<file path="src/rtl/sort_engine.sv">
// In-place bubble sort with early exit over an external single-port RAM.
// Word 0 holds N and the elements sit at 1..N; a debug port owns the RAM whenever the engine is idle.
module sort_engine #(
  parameter int DW = 32,
  parameter int AW = 9,
  parameter int CW = 16
) (
  input  logic          clk,
  input  logic          rstn,
  input  logic          start,
  input  logic          descend,
  input  logic          is_signed,
  output logic          busy,
  output logic          done,
  output logic [CW-1:0] cycles,
  output logic [CW-1:0] swaps,
  output logic [AW-1:0] mem_addr,
  output logic [DW-1:0] mem_wdata,
  output logic          mem_we,
  input  logic [DW-1:0] mem_rdata,
  input  logic [AW-1:0] dbg_addr,
  input  logic [DW-1:0] dbg_wdata,
  input  logic          dbg_we,
  output logic [DW-1:0] dbg_rdata
);

  typedef enum logic [3:0] {
    IDLE, LOADN, PASS, RD_A, RD_B, CMP, WR_A, WR_B, NEXT, DONE
  } state_t;

  state_t        state, state_nx;
  logic          start_d, desc_r, sgn_r, swapped;
  logic [AW:0]   j, hi, j_inc, hi_m1, n_rd;
  logic [DW-1:0] a_r, b_r;
  logic [AW-1:0] fsm_addr;
  logic [DW-1:0] fsm_wdata;
  logic          fsm_we, start_edge, ooo;

  function automatic logic out_of_order(input logic [DW-1:0] x, input logic [DW-1:0] y,
                                        input logic dsc, input logic sgn);
    logic gt_xy, gt_yx;
    gt_xy = sgn ? ($signed(x) > $signed(y)) : (x > y);
    gt_yx = sgn ? ($signed(y) > $signed(x)) : (y > x);
    return dsc ? gt_yx : gt_xy;
  endfunction

  function automatic logic [CW-1:0] sat_inc(input logic [CW-1:0] v);
    return (&v) ? v : v + CW'(1);
  endfunction

  // Indices carry one extra bit so the last pair at address 2^AW-1 never wraps.
  assign start_edge = start & ~start_d;
  assign j_inc      = j + (AW+1)'(1);
  assign hi_m1      = hi - (AW+1)'(1);
  assign n_rd       = {1'b0, mem_rdata[AW-1:0]};
  assign ooo        = out_of_order(a_r, b_r, desc_r, sgn_r);
  assign dbg_rdata  = mem_rdata;

  always_ff @(posedge clk or posedge rstn) begin
    if (rstn) state <= IDLE;
    else      state <= state_nx;
  end

  always_comb begin
    state_nx = state;
    unique case (state)
      IDLE, DONE: if (start_edge) state_nx = LOADN;
      LOADN:      state_nx = (n_rd <= (AW+1)'(1)) ? DONE : PASS;
      PASS:       state_nx = RD_A;
      RD_A:       state_nx = RD_B;
      RD_B:       state_nx = CMP;
      CMP:        state_nx = ooo ? WR_A : NEXT;
      WR_A:       state_nx = WR_B;
      WR_B:       state_nx = NEXT;
      NEXT: begin
        if (j_inc < hi)                              state_nx = RD_A;
        else if (!swapped || hi_m1 <= (AW+1)'(1))    state_nx = DONE;
        else                                         state_nx = PASS;
      end
      default:    state_nx = IDLE;
    endcase
  end

  always_comb begin
    busy      = (state != IDLE) && (state != DONE);
    done      = (state == DONE);
    fsm_addr  = '0;
    fsm_wdata = '0;
    fsm_we    = 1'b0;
    case (state)
      RD_A: fsm_addr = j[AW-1:0];
      RD_B: fsm_addr = j_inc[AW-1:0];
      WR_A: begin fsm_addr = j[AW-1:0];     fsm_wdata = b_r; fsm_we = 1'b1; end
      WR_B: begin fsm_addr = j_inc[AW-1:0]; fsm_wdata = a_r; fsm_we = 1'b1; end
      default: ;
    endcase
    mem_addr  = busy ? fsm_addr  : dbg_addr;
    mem_wdata = busy ? fsm_wdata : dbg_wdata;
    mem_we    = busy ? fsm_we    : dbg_we;
  end

  // Datapath and statistics; LOADN counts itself, hence the restart value of 1.
  always_ff @(posedge clk or posedge rstn) begin
    if (rstn) begin
      start_d <= 1'b0;
      desc_r  <= 1'b0;
      sgn_r   <= 1'b0;
      j       <= '0;
      hi      <= '0;
      a_r     <= '0;
      b_r     <= '0;
      swapped <= 1'b0;
      cycles  <= '0;
      swaps   <= '0;
    end else begin
      start_d <= start;
      if (busy) cycles <= sat_inc(cycles);
      case (state)
        IDLE, DONE: if (start_edge) begin
          desc_r <= descend;
          sgn_r  <= is_signed;
        end
        LOADN: begin
          hi     <= n_rd;
          cycles <= CW'(1);
          swaps  <= '0;
        end
        PASS: begin
          j       <= (AW+1)'(1);
          swapped <= 1'b0;
        end
        RD_A: a_r <= mem_rdata;
        RD_B: b_r <= mem_rdata;
        WR_B: begin
          swapped <= 1'b1;
          swaps   <= sat_inc(swaps);
        end
        NEXT: begin
          if (j_inc < hi) j  <= j_inc;
          else            hi <= hi_m1;
        end
        default: ;
      endcase
    end
  end

endmodule

</file>
<file path="config.mk">
export PLATFORM = sky130hd
export DESIGN_NAME = sort_engine
export DESIGN_NICKNAME = d
export VERILOG_FILES = /design/src/rtl/sort_engine.sv
export SDC_FILE = /design/constraint.sdc
export NUM_CORES = 1
export LEC_CHECK = 0
export CAP_MARGIN = 20
export CELL_PAD_IN_SITES_DETAIL_PLACEMENT = 0
export CELL_PAD_IN_SITES_GLOBAL_PLACEMENT = 2
export CORE_MARGIN = 2
export CORE_UTILIZATION = 30
export CTS_CLUSTER_SIZE = 24
export DETAILED_ROUTE_END_ITERATION = 10
export PLACE_DENSITY = 0.88
export SLEW_MARGIN = 20
export SYNTH_ARGS = -nofsm -noshare
export SYNTH_HDL_FRONTEND = slang
export SYNTH_SLANG_ARGS = --single-unit
</file>
<file path="constraint.sdc">
create_clock -name clk -period 5.7 [get_ports clk]
set_input_delay 1.425 -clock clk [delete_from_list [all_inputs] [get_ports clk]]
set_output_delay 1.425 -clock clk [all_outputs]
set_load 0.03 [all_outputs]
</file>
# After elaboration in Yosys (flattened, before gate mapping)
# Index checks and enable logic that the tools add are counted.
[totals]
input_bits = 79
output_inout_bits = 108
ff_bits = 124
[classes]
n_lt_le_gt_ge = 7
bitwise = 2
add_sub_neg = 4
reduce_logical = 21
mux = 25
eq_ne = 15
[ops]
columns = ["op", "n"]
rows = [
  ["$gt 32x32->1", 4],
  ["$mux 16", 4],
  ["$pmux 32 s2", 1],
  ["$pmux 10 s2", 2],
  ["$pmux 4 s9", 1],
  ["$add 16x1->16 const B", 2],
  ["$mux 32", 1],
  ["$pmux 16 s2", 1],
  ["$reduce_and 16->1", 2],
  ["$mux 10", 2],
  ["$mux 4", 5],
  ["$pmux 9 s2", 1],
  ["$eq 4x3->1 const B", 4],
  ["$add 10x1->10 const B", 1],
  ["$le 10x1->1 const B", 1],
  ["$lt 10x10->1", 1],
  ["$reduce_and 2->1", 5],
  ["$reduce_bool 2->1", 5],
  ["$sub 10x1->10 const B", 1],
  ["$le 9x1->1 const B", 1],
  ["$mux 9", 1],
  ["$eq 4x2->1 const B", 2],
  ["$eq 4x4->1 const B", 2],
  ["$ne 2x2->1 const B", 4],
  ["13 further kinds", 20],
]

# Logic depth before layout (Yosys ltp)
# Gate-level depths: netlist of run 1.
[logic_depth]
word_depth = 6
ltp_mapped = 15
depth_no_buf = 14

# Least setup slack after synthesis of run 1
# Ideal clock, no wire load.
[synth_path]
path_kind = "register to output"
from = "register j[0]"
to = "output mem_addr[7]"
path_stages_with_launch = 5
arrival_time_ns = 2.149
t_required_ns = 4.275
n_path_buf = 0
path_slack_ns = 2.126
cell_sequence = "dfrtp_1 -> nand3_1 -> nor2_1 -> nand3_1 -> o311ai_0"
[synth_between]
elab_chain_cells = 3
[synth_rtl]
columns = ["item", "line_no", "source"]
rows = [
  ["start, declared", "33", "logic [AW:0] j, hi, j_inc, hi_m1, n_rd;"],
  ["start signal, assigned", "129", "j <= (AW+1)'(1);"],
  ["start signal, assigned", "139", "if (j_inc < hi) j <= j_inc;"],
  ["$add 10x1->10", "53", "assign j_inc = j + (AW+1)'(1);"],
  ["$pmux 9 s2", "90", "case (state)"],
  ["$mux 9", "97", "mem_addr = busy ? fsm_addr : dbg_addr;"],
  ["end, declared", "17", "output logic [AW-1:0] mem_addr,"],
]
# No other way between the ends.

# Final worst setup path of run 1
[layout_path]
from = "register state[3]"
to = "output mem_wdata[15]"
[layout_between]
elab_chain_cells = 3
elab_cells_between_ends = 7
cone_classes = "3 x eq/ne; 2 x mux; 2 x reduce/logical"
[layout_rtl]
columns = ["item", "line_no", "source"]
rows = [
  ["start, declared", "31", "state_t state, state_nx;"],
  ["start signal, assigned", "61", "else state <= state_nx;"],
  ["$eq 4x3->1, or another cell as far along", "90", ""],
  ["$pmux 32 s2 / $logic_and 1x1->1 (equally long branches)", "90, 85", ""],
  ["$mux 32 (*)", "98", "mem_wdata = busy ? fsm_wdata : dbg_wdata;"],
  ["end, declared", "18", "output logic [DW-1:0] mem_wdata,"],
]
# Mark *: on every way between the ends. The rest lies on a longest branch, timed or not.

==> results of run 1 <==
-- area by class of cell --
type                            instances  area, um2
Sequential cell                       124       3100
Inverter                              118        445
Multi-Input combinational cell        660       4310
Timing Repair Buffer                  193       1940
Fill cell                            2729      16100
Clock inverter                         12        161
Clock buffer                           20        457
Tap cell                              341        427
-- kinds of logic after synthesis --
group | count (synthesis) | synth area share (%)
mux | 5 | 0.667
flops | 124 | 37.6
simple gates | 307 | 17.5
buf+inv | 191 | 10.5
xor+xnor | 32 | 3.40
compound gates | 237 | 18.4
fa+ha+maj | 79 | 12.0
-- worst paths after layout --
check | slack, ns | endpoint
setup / recovery | 1.13 | mem_wdata[15]
setup reg to reg | 1.98 | j[2]
hold reg to reg | 0.55 | desc_r
min in group asynchronous | 1.52 | j[9]
max in group asynchronous | 3.65 | a_r[26]
hold / removal | 0.55 | desc_r
-- flip-flops by register name (all words and copies together), names as in the netlist --
| signal | count |
|---|---|
| a_r | 32 |
| b_r | 32 |
| cycles | 16 |
| swaps | 16 |
| hi | 10 |
| j | 10 |
| state | 4 |
| desc_r | 1 |
| sgn_r | 1 |
| start_d | 1 |
| swapped | 1 |
-- cell usage in the layout (no fill, tap or decap), types with 3 or more instances in the layout --
master           netlist  layout
nand4_1               22      22
and3_1                 6       6
nand2b_1               5       5
mux2_2                 4       4
a21oi_1               51      51
xnor2_1               17      17
xor2_1                15      15
clkdlybuf4s50_1        0     186
a211oi_1               4       4
dfrtp_1              124     124
o21ai_0              102     102
or3_1                 10      10
nor2_1                59      56
clkinv_4               0       3
nand3_1               33      33
nor3_1                14      13
ha_1                  79      79
nor2b_1                7       7
buf_4                 33       5
a221o_1                5       5
a31oi_1                6       6
nand2_1              124     124
bufinv_16              0       3
nor4_1                 7       7
a21o_1                 6       6
o211ai_1               3       3
inv_1                118     117
a221oi_1               3       3
a222oi_1              33      33
o22ai_1                3       3
clkinvlp_4             0       3
clkbuf_16              0      17
-- routing by layer --
layer	global-route usage, %	share of wire, %
met1	22.0	48
met2	27.0	46
met3	3.30	5.3
met4	3.64	0.69
met5	0	0
-- metrics by stage --
stage	util (%)	setup slack [ns]
after CTS	40.2	1.11
final	40.2	1.13
after global routing	40.2	0.965
after detailed placement	37.9	1.41
after floorplan	-	0.976
after global placement	37.9	1.40
-- synth_stat cells (all sizes together) (3+ instances only) --
cell type,count
dfrtp,124
nand2,124
inv,118
o21ai,102
ha,79
nor2,60
a21oi,52
buf,38
clkbuf,35
a222oi,33
nand3,33
nand4,23
xnor2,17
nor3,15
xor2,15
or3,10
nor4,8
and3,7
nor2b,7
a21o,6
a31oi,6
a221o,5
nand2b,5
a211oi,4
mux2,4
or2,4
a221oi,3
a31o,3
and2,3
and2b,3
o211ai,3
o22ai,3
o31ai,3
-- power groups by stage --
stage	registers [mW]	clock network, mW	logic, mW
finish	1.53	1.14	3.03
global route	1.58	1.21	3.41
CTS	1.53	1.18	3.08
detailed placement	1.54	0	3.06
global placement	1.54	0	3.04
floorplan	1.44	0	2.12
==> results.json, run 1 <==
{
  "layout-drive-gt1-share_pct": 5.68,
  "ys_seq_area_share_pct": 37.6,
  "wirelength_um": 23000,
  "synth_area_per_cell_um2": 8.46,
  "p_int_mw": 3.12,
  "io_pins": 187,
  "cts_hold_buf": 0,
  "insertedDiodeCount": 0,
  "max_freq_mhz": 219,
  "grt_pass1_vias": 7118,
  "fin_skew_ns": 0.0256,
  "ant_nets": 0,
  "viasPerCell": 4.98,
  "htree_levels": 4,
  "clk_pin_slew_ns": 0.06,
  "cpMaxStageDelayCell": "clkdlybuf4s50_1",
  "p_sw_share_pct": 45.3,
  "p_sw_mw": 2.58,
  "worstPathRequired_ns": 4.28,
  "drc": 0,
  "die_h_um": 170,
  "combinationalPowerShare_pct": 53.2,
  "wire_per_inst_um": 15.7,
  "die_w_um": 170,
  "dp_cells": 1436,
  "relSlewSlack_pct": 52.8,
  "crit_fanout": 33,
  "instances_no_fill": 1468,
  "cts_root_buf": "clkbuf_16",
  "worstReg2RegStart": "j[0]",
  "synth_top_area_share_pct": 37.6,
  "path_delay_family": "buffers and inverters",
  "grt_pass1_wl_um": 37400,
  "path_class": "flop to output pin",
  "synthFlopType": "dfrtp_1",
  "clkPwrFrac_pct": 20.1,
  "row_count": 60,
  "route.vias.total": 7316,
  "cp-end-kind": "output pin",
  "worstPathCellList": "and2b_2, nor3_4, buf_12, a222oi_1, inv_1, clkdlybuf4s50_1",
  "design_area_mm2": 0.0108,
  "gp_congestion": 0.789,
  "yosysTopAreaCell": "dfrtp_1",
  "cts_made_buffers": 17,
  "grt.total_usage_pct": 16.3,
  "min-delay-start": "desc_r",
  "fin_hold_ws_ns": 0.548,
  "netlist_area_mm2": 0.00825,
  "numPortBuffers": 186,
  "cts_tree": "yes",
  "power_density_mw_per_mm2": 526,
  "setup_viol_count_final": 0,
  "worstSkewPairLatency_ns": 0.43,
  "crit_cells": 6,
  "crit_arrival_ns": 3.14,
  "ys_async_sr_fraction_pct": 100,
  "power.total_mw": 5.70,
  "cts.repair.resized": 0,
  "ys_ff_latch": 124,
  "post-cts-setup-buffers": 0,
  "max-clock-path-buffers": 2,
  "core_area_mm2": 0.0270,
  "final.setup.tns_ns": 0,
  "grt_overflow": 0,
  "r2r_cells": 13,
  "syn-instance-count": 975,
  "cap_violations": 0,
  "startpoint": "state[3]",
  "dieArea_mm2": 0.0288,
  "synth-edff-count": 0,
  "rsz0062_at_grt": "false",
  "ys_warn_count": 0,
  "fin_crit_sh_pct": 80.1,
  "tightest_slew_ns": 0.708,
  "ys_top_cells_by_area": "dfrtp_1, ha_1, o21ai_0",
  "synth_cell_types": 64,
  "min_path_cells": 1,
  "outcome": "finished clean",
  "critPathLaunchType": "flop",
  "placed_cell_area_mm2": 0.0102,
  "slew_violations": 0,
  "crit_buf_inv": 3,
  "nets": 1272,
  "cpPeakStageDelay_ns": 0.68,
  "cts_sinks": 124,
  "syn_to_final_growth_pct": 31.4,
  "syn_nets": 1133,
  "dr.pass1.iters": 6,
  "finalHoldViolCount": 0,
  "leakage_nw": 4.83,
  "p_seq_share_pct": 26.8,
  "hp-class": "flop to flop",
  "drt_iter0_markers": 428,
  "finalCriticalPeriod_ns": 4.57,
  "place_hpwl_um": 16200,
  "grt_max_degree": 125,
  "initial_core_util_pct": 30.6,
  "peakVddDrop_mv": 0.241,
  "antenna_found_initial": 0
}
Power figures use the tool's default switching activity.
==> run 2: changes to the inputs <==
--- a/config.mk
+++ b/config.mk
@@ -9,10 +9,10 @@
 export CELL_PAD_IN_SITES_DETAIL_PLACEMENT = 0
 export CELL_PAD_IN_SITES_GLOBAL_PLACEMENT = 2
 export CORE_MARGIN = 2
-export CORE_UTILIZATION = 30
+export CORE_UTILIZATION = 27
 export CTS_CLUSTER_SIZE = 24
 export DETAILED_ROUTE_END_ITERATION = 10
-export PLACE_DENSITY = 0.88
+export PLACE_DENSITY = 0.84
 export SLEW_MARGIN = 20
 export SYNTH_ARGS = -nofsm -noshare
 export SYNTH_HDL_FRONTEND = slang
==> constraint.sdc (replaced) <==
create_clock -name clk -period 3.79 [get_ports clk]
set_input_delay 0.9475 -clock clk [delete_from_list [all_inputs] [get_ports clk]]
set_output_delay 0.9475 -clock clk [all_outputs]
set_load 0.03 [all_outputs]
==> run 2 against run 1 <==
Global-route usage decreased by 0.90 points. Clock power increased by 60%. Combinational power increased by 53%. Die area increased by 11%. Wire length increased by 5.7%. Non-clock buffer count increased by 12. Critical path depth increased by 1. First-iteration DRC count increased by 17%. Clock skew decreased by 0.0044 ns. Critical endpoint is now mem_addr[0]. Highest routed layer is now met5.
==> results.json, run 2 (synthesized netlist as in run 1, its figures left out) <==
{
  "outcome": "finished clean",
  "slew_violations": 0,
  "rsz0062_at_grt": "false",
  "grt_overflow": 0,
  "layout-drive-gt1-share_pct": 7.20,
  "cpMaxStageDelayCell": "clkdlybuf4s50_1",
  "grt_max_degree": 125,
  "dr.pass1.iters": 6,
  "peakVddDrop_mv": 0.304,
  "worstPathCellList": "buf_4, nand2b_1, nor2_4, or2_0, o21ai_0, nand2_1, clkdlybuf4s50_1",
  "cp-end-kind": "output pin",
  "power_density_mw_per_mm2": 782,
  "final.setup.tns_ns": 0,
  "design_area_mm2": 0.0111,
  "r2r_cells": 13,
  "gp_congestion": 0.774,
  "die_w_um": 179,
  "place_hpwl_um": 17200,
  "p_sw_mw": 3.95,
  "cts_hold_buf": 0,
  "viasPerCell": 4.84,
  "ant_nets": 0,
  "largestRegisters": "a_r x32, b_r x32",
  "fin_crit_sh_pct": 96.0,
  "grt_pass1_wl_um": 38900,
  "cts_made_buffers": 17,
  "placed_cell_area_mm2": 0.0104,
  "setup_viol_count_final": 0,
  "row_count": 64,
  "mostFrequentLayoutCells": "clkdlybuf4s50_1, nand2_1, dfrtp_1",
  "critPathLaunchType": "flop",
  "wirelength_um": 24300,
  "hp-class": "flop to flop",
  "wire_per_inst_um": 15.8,
  "worstPathRequired_ns": 2.84,
  "cap_violations": 0,
  "cts_root_buf": "clkbuf_16",
  "nets": 1284,
  "crit_fanout": 12,
  "drt_iter0_markers": 502,
  "initial_core_util_pct": 27.2,
  "drc": 0,
  "die_h_um": 179,
  "relSlewSlack_pct": 52.9,
  "syn_to_final_growth_pct": 35.1,
  "numPortBuffers": 186,
  "combinationalPowerShare_pct": 53.0,
  "max_freq_mhz": 275,
  "post-cts-setup-buffers": 0,
  "p_seq_share_pct": 26.1,
  "grt_pass1_vias": 7339,
  "grt.total_usage_pct": 15.4,
  "crit_arrival_ns": 2.69,
  "fill_cells": 3139,
  "finalCriticalPeriod_ns": 3.64,
  "clk_pin_slew_ns": 0.06,
  "max-clock-path-buffers": 2,
  "p_int_mw": 4.77,
  "min_path_cells": 2,
  "tightest_slew_ns": 0.706,
  "cts_sinks": 124,
  "instances_no_fill": 1535,
  "core_area_mm2": 0.0303,
  "leakage_nw": 5.45,
  "path_class": "flop to output pin",
  "route.vias.total": 7432,
  "antenna_found_initial": 1,
  "final_common_cell": "clkdlybuf4s50_1",
  "io_pins": 187,
  "dp_cells": 1503,
  "p_sw_share_pct": 45.3,
  "insertedDiodeCount": 0,
  "worstSkewPairLatency_ns": 0.42,
  "htree_levels": 4,
  "fin_skew_ns": 0.0212,
  "clkPwrFrac_pct": 20.8,
  "finalHoldViolCount": 0,
  "dieArea_mm2": 0.0320,
  "cts_tree": "yes",
  "cpPeakStageDelay_ns": 0.68
}
[run 2: layer usage]
layer | up-vias | track usage [%] | routed length [um]
met1 | 3538 | 20.9 | 11600
met5 | - | 0 | 13
li1 | 3668 | - | -
met3 | 18 | 3.44 | 1330
met2 | 206 | 24.8 | 11100
met4 | 2 | 3.96 | 304
[run 2: worst max-delay path: cells and delay by family (launching register included)]
| kind | cells | cell delay (ns) |
|---|---|---|
| compound gates | 1 | 0.19 |
| buf+inv | 2 | 0.87 |
| flops | 1 | 0.39 |
| simple gates | 4 | 0.83 |
[run 2: cell type report]
class                   instances  area (um2)  share of cell area [%]
clock buffers                  19         453                    4.06
inverters                     118         447                    4.01
flip-flops and latches        124        3100                    27.8
well taps                     396         495                    4.44
multi-input cells             660        4330                    38.8
clock inverters                13         188                    1.68
repair buffers                205        2130                    19.1
[run 2: power groups by stage]
stage | sequential [mW] | clock, mW | combinational [mW]
after floorplan | 2.17 | 0 | 3.18
after global placement | 2.29 | 0 | 4.68
after detailed placement | 2.29 | 0 | 4.72
after CTS | 2.27 | 1.87 | 4.74
after global routing | 2.36 | 1.94 | 5.20
final | 2.28 | 1.82 | 4.63
[run 2: final timing paths]
kind	from	endpoint	slack, ns
max	state[3]	mem_addr[0]	0.15
min	j[9]	j[9]	0.56
max reg2reg	j[0]	j[2]	0.41
min reg2reg	j[9]	j[9]	0.56
max in group asynchronous	rstn	state[1]	2.17
min in group asynchronous	rstn	j[9]	1.10
[run 2: metrics by stage]
step | hold slack, ns | util (%) | setup slack (ns) | power [mW]
after floorplan | 0.499 | - | 0.694 | 5.35
after global placement | 0.538 | 34.2 | 0.382 | 6.97
after global routing | 0.582 | 36.7 | 0.0110 | 9.50
after CTS | 0.559 | 36.4 | 0.00108 | 8.88
final | 0.555 | 36.7 | 0.150 | 8.72
after detailed placement | 0.545 | 34.2 | 0.361 | 7.02
[run 2: timing repair]
item,in CTS,in global routing
gates cloned,0,0
setup endpoints to repair,1,38
gates resized for setup,2,41
==> run 3: changes to the inputs <==
--- a/config.mk
+++ b/config.mk
@@ -8,6 +8,7 @@
 export CAP_MARGIN = 20
 export CELL_PAD_IN_SITES_DETAIL_PLACEMENT = 0
 export CELL_PAD_IN_SITES_GLOBAL_PLACEMENT = 2
+export CORE_ASPECT_RATIO = 0.6
 export CORE_MARGIN = 2
 export CORE_UTILIZATION = 27
 export CTS_CLUSTER_SIZE = 24
@@ -17,3 +18,4 @@
 export SYNTH_ARGS = -nofsm -noshare
 export SYNTH_HDL_FRONTEND = slang
 export SYNTH_SLANG_ARGS = --single-unit
+export TNS_END_PERCENT = 100
==> run 3 against run 2 <==
Clock skew down 0.012 ns. Power up 2.0%. Via count down 0.36%. Count of clock-buffer cells in the layout down 2. Clock power down 4%. Combinational power up 5.0%. Wire length up 6.3%. Critical path depth unchanged. Critical path type unchanged. Largest power group unchanged. Highest routed layer is now met4.
==> results.json, run 3 (synthesized netlist as in run 1, its figures left out) <==
{
  "grt_overflow": 0,
  "peakVddDrop_mv": 0.344,
  "syn_to_final_growth_pct": 35.0,
  "largestRegisters": "a_r x32, b_r x32",
  "gp_congestion": 0.834,
  "place_hpwl_um": 19000,
  "io_pins": 187,
  "grt_max_degree": 66,
  "htree_levels": 4,
  "wirelength_um": 25800,
  "cts_tree": "yes",
  "hp-class": "flop to flop",
  "outcome": "finished clean",
  "worstReg2RegStart": "j[1]",
  "leakage_nw": 5.11,
  "layout-drive-gt1-share_pct": 7.38,
  "wire_per_inst_um": 16.7,
  "die_h_um": 139,
  "nets": 1283,
  "worstPathRequired_ns": 2.84,
  "path_class": "flop to output pin",
  "timing.rr.end": "hi[1]",
  "max-clock-path-buffers": 2,
  "rsz0062_at_grt": "true",
  "dr.pass1.iters": 6,
  "cap_violations": 0,
  "drc": 0,
  "clk_pin_slew_ns": 0.06,
  "antenna_found_initial": 1,
  "fin_crit_sh_pct": 98.3,
  "cts.repair.resized": 0,
  "final.setup.tns_ns": 0,
  "mostFrequentLayoutCells": "clkdlybuf4s50_1, nand2_1, dfrtp_1",
  "tightest_slew_ns": 0.675,
  "grt.total_usage_pct": 16.5,
  "insertedDiodeCount": 0,
  "fin_hold_ws_ns": 0.567,
  "cts_root_buf": "clkbuf_16",
  "core_area_mm2": 0.0300,
  "cts_made_buffers": 17,
  "row_count": 49,
  "cts_sinks": 124,
  "grt_pass1_vias": 7140,
  "min-delay-start": "j[9]",
  "numPortBuffers": 186,
  "r2r_cells": 12,
  "slew_violations": 0,
  "dp_cells": 1514,
  "reg2reg_slack_ns": 0.49,
  "startpoint": "state[0]",
  "power_density_mw_per_mm2": 798,
  "route.vias.total": 7405,
  "cts_hold_buf": 0,
  "worstSkewPairLatency_ns": 0.44,
  "crit_arrival_ns": 2.78,
  "dieArea_mm2": 0.0320,
  "instances_no_fill": 1546,
  "fin_skew_ns": 0.00929,
  "crit_fanout": 12,
  "grt_pass1_wl_um": 41100,
  "final_common_cell": "clkdlybuf4s50_1",
  "ant_nets": 0,
  "setup_viol_count_final": 0,
  "finalHoldViolCount": 0,
  "post-cts-setup-buffers": 0,
  "critPathLaunchType": "flop",
  "die_w_um": 230,
  "crit_end": "mem_addr[6]",
  "viasPerCell": 4.79,
  "initial_core_util_pct": 27.5,
  "max_freq_mhz": 268,
  "finalCriticalPeriod_ns": 3.73,
  "cp-end-kind": "output pin",
  "relSlewSlack_pct": 55.0,
  "drt_iter0_markers": 563
}
-- run 3: changes by cell type in the layout (fill, tap and decap cells not counted), sizes merged --
cell,previous run,this run
buf,20,24
clkdlybuf4s50,149,168
dlymetal6s2s,35,12
clkinv,3,7
inv,120,118
dlygate4sd2,1,0
clkbuf,19,17
-- run 3: through the flow --
stage          power (mW)  instance area (um2)  util (%)  setup WS (ns)
2_1_floorplan        5.35                 8250         -          0.694
3_3_place_gp         7.17                10500      34.9          0.401
3_5_place_dp         7.20                10500      34.9          0.382
4_1_cts              9.02                11100      37.0        0.00892
5_1_grt              9.65                11100      37.1        -0.0696
6_report             8.89                11100      37.1         0.0642
-- run 3: critical path, stage by stage, from the launching register on --
cell	delay, ns
dfrtp_1	0.50
and2b_2	0.32
nand2_1	0.13
nor2_4	0.04
nor2_1	0.29
o21ai_0	0.16
a221o_1	0.31
clkdlybuf4s50_1	0.59
-- run 3: how the worst min path moves through the flow --
| stage | end | cells past startpoint | slack [ns] |
|---|---|---|---|
| global placement | sgn_r | 1 | 0.53 |
| global route | sgn_r | 1 | 0.59 |
| CTS | sgn_r | 1 | 0.56 |
| finish | j[9] | 2 | 0.57 |
| floorplan | swapped | 2 | 0.50 |
| detailed placement | sgn_r | 1 | 0.55 |
-- run 3: power by group --
| group | total (mW) | switching, mW | internal (mW) |
|---|---|---|---|
| Combinational | 4.86 | 2.92 | 1.94 |
| Sequential | 2.28 | 0.492 | 1.79 |
| Clock | 1.75 | 0.651 | 1.10 |
-- run 3: routing by layer --
| metal | vias up | global-route usage (%) | share of wire (%) |
|---|---|---|---|
| met1 | 3536 | 25.9 | 54 |
| li1 | 3677 | - | - |
| met5 | - | 0 | 0 |
| met2 | 176 | 22.0 | 40 |
| met4 | 0 | 3.93 | 0.89 |
| met3 | 16 | 4.16 | 5.5 |
-- run 3: final cells by class --
type	count	area (um2)
timing repair buffer	204	2140
tap	408	510
inverter	118	447
sequential	124	3100
fill	3072	18800
clock inverter	15	198
multi-input combinational	660	4320
clock buffer	17	425
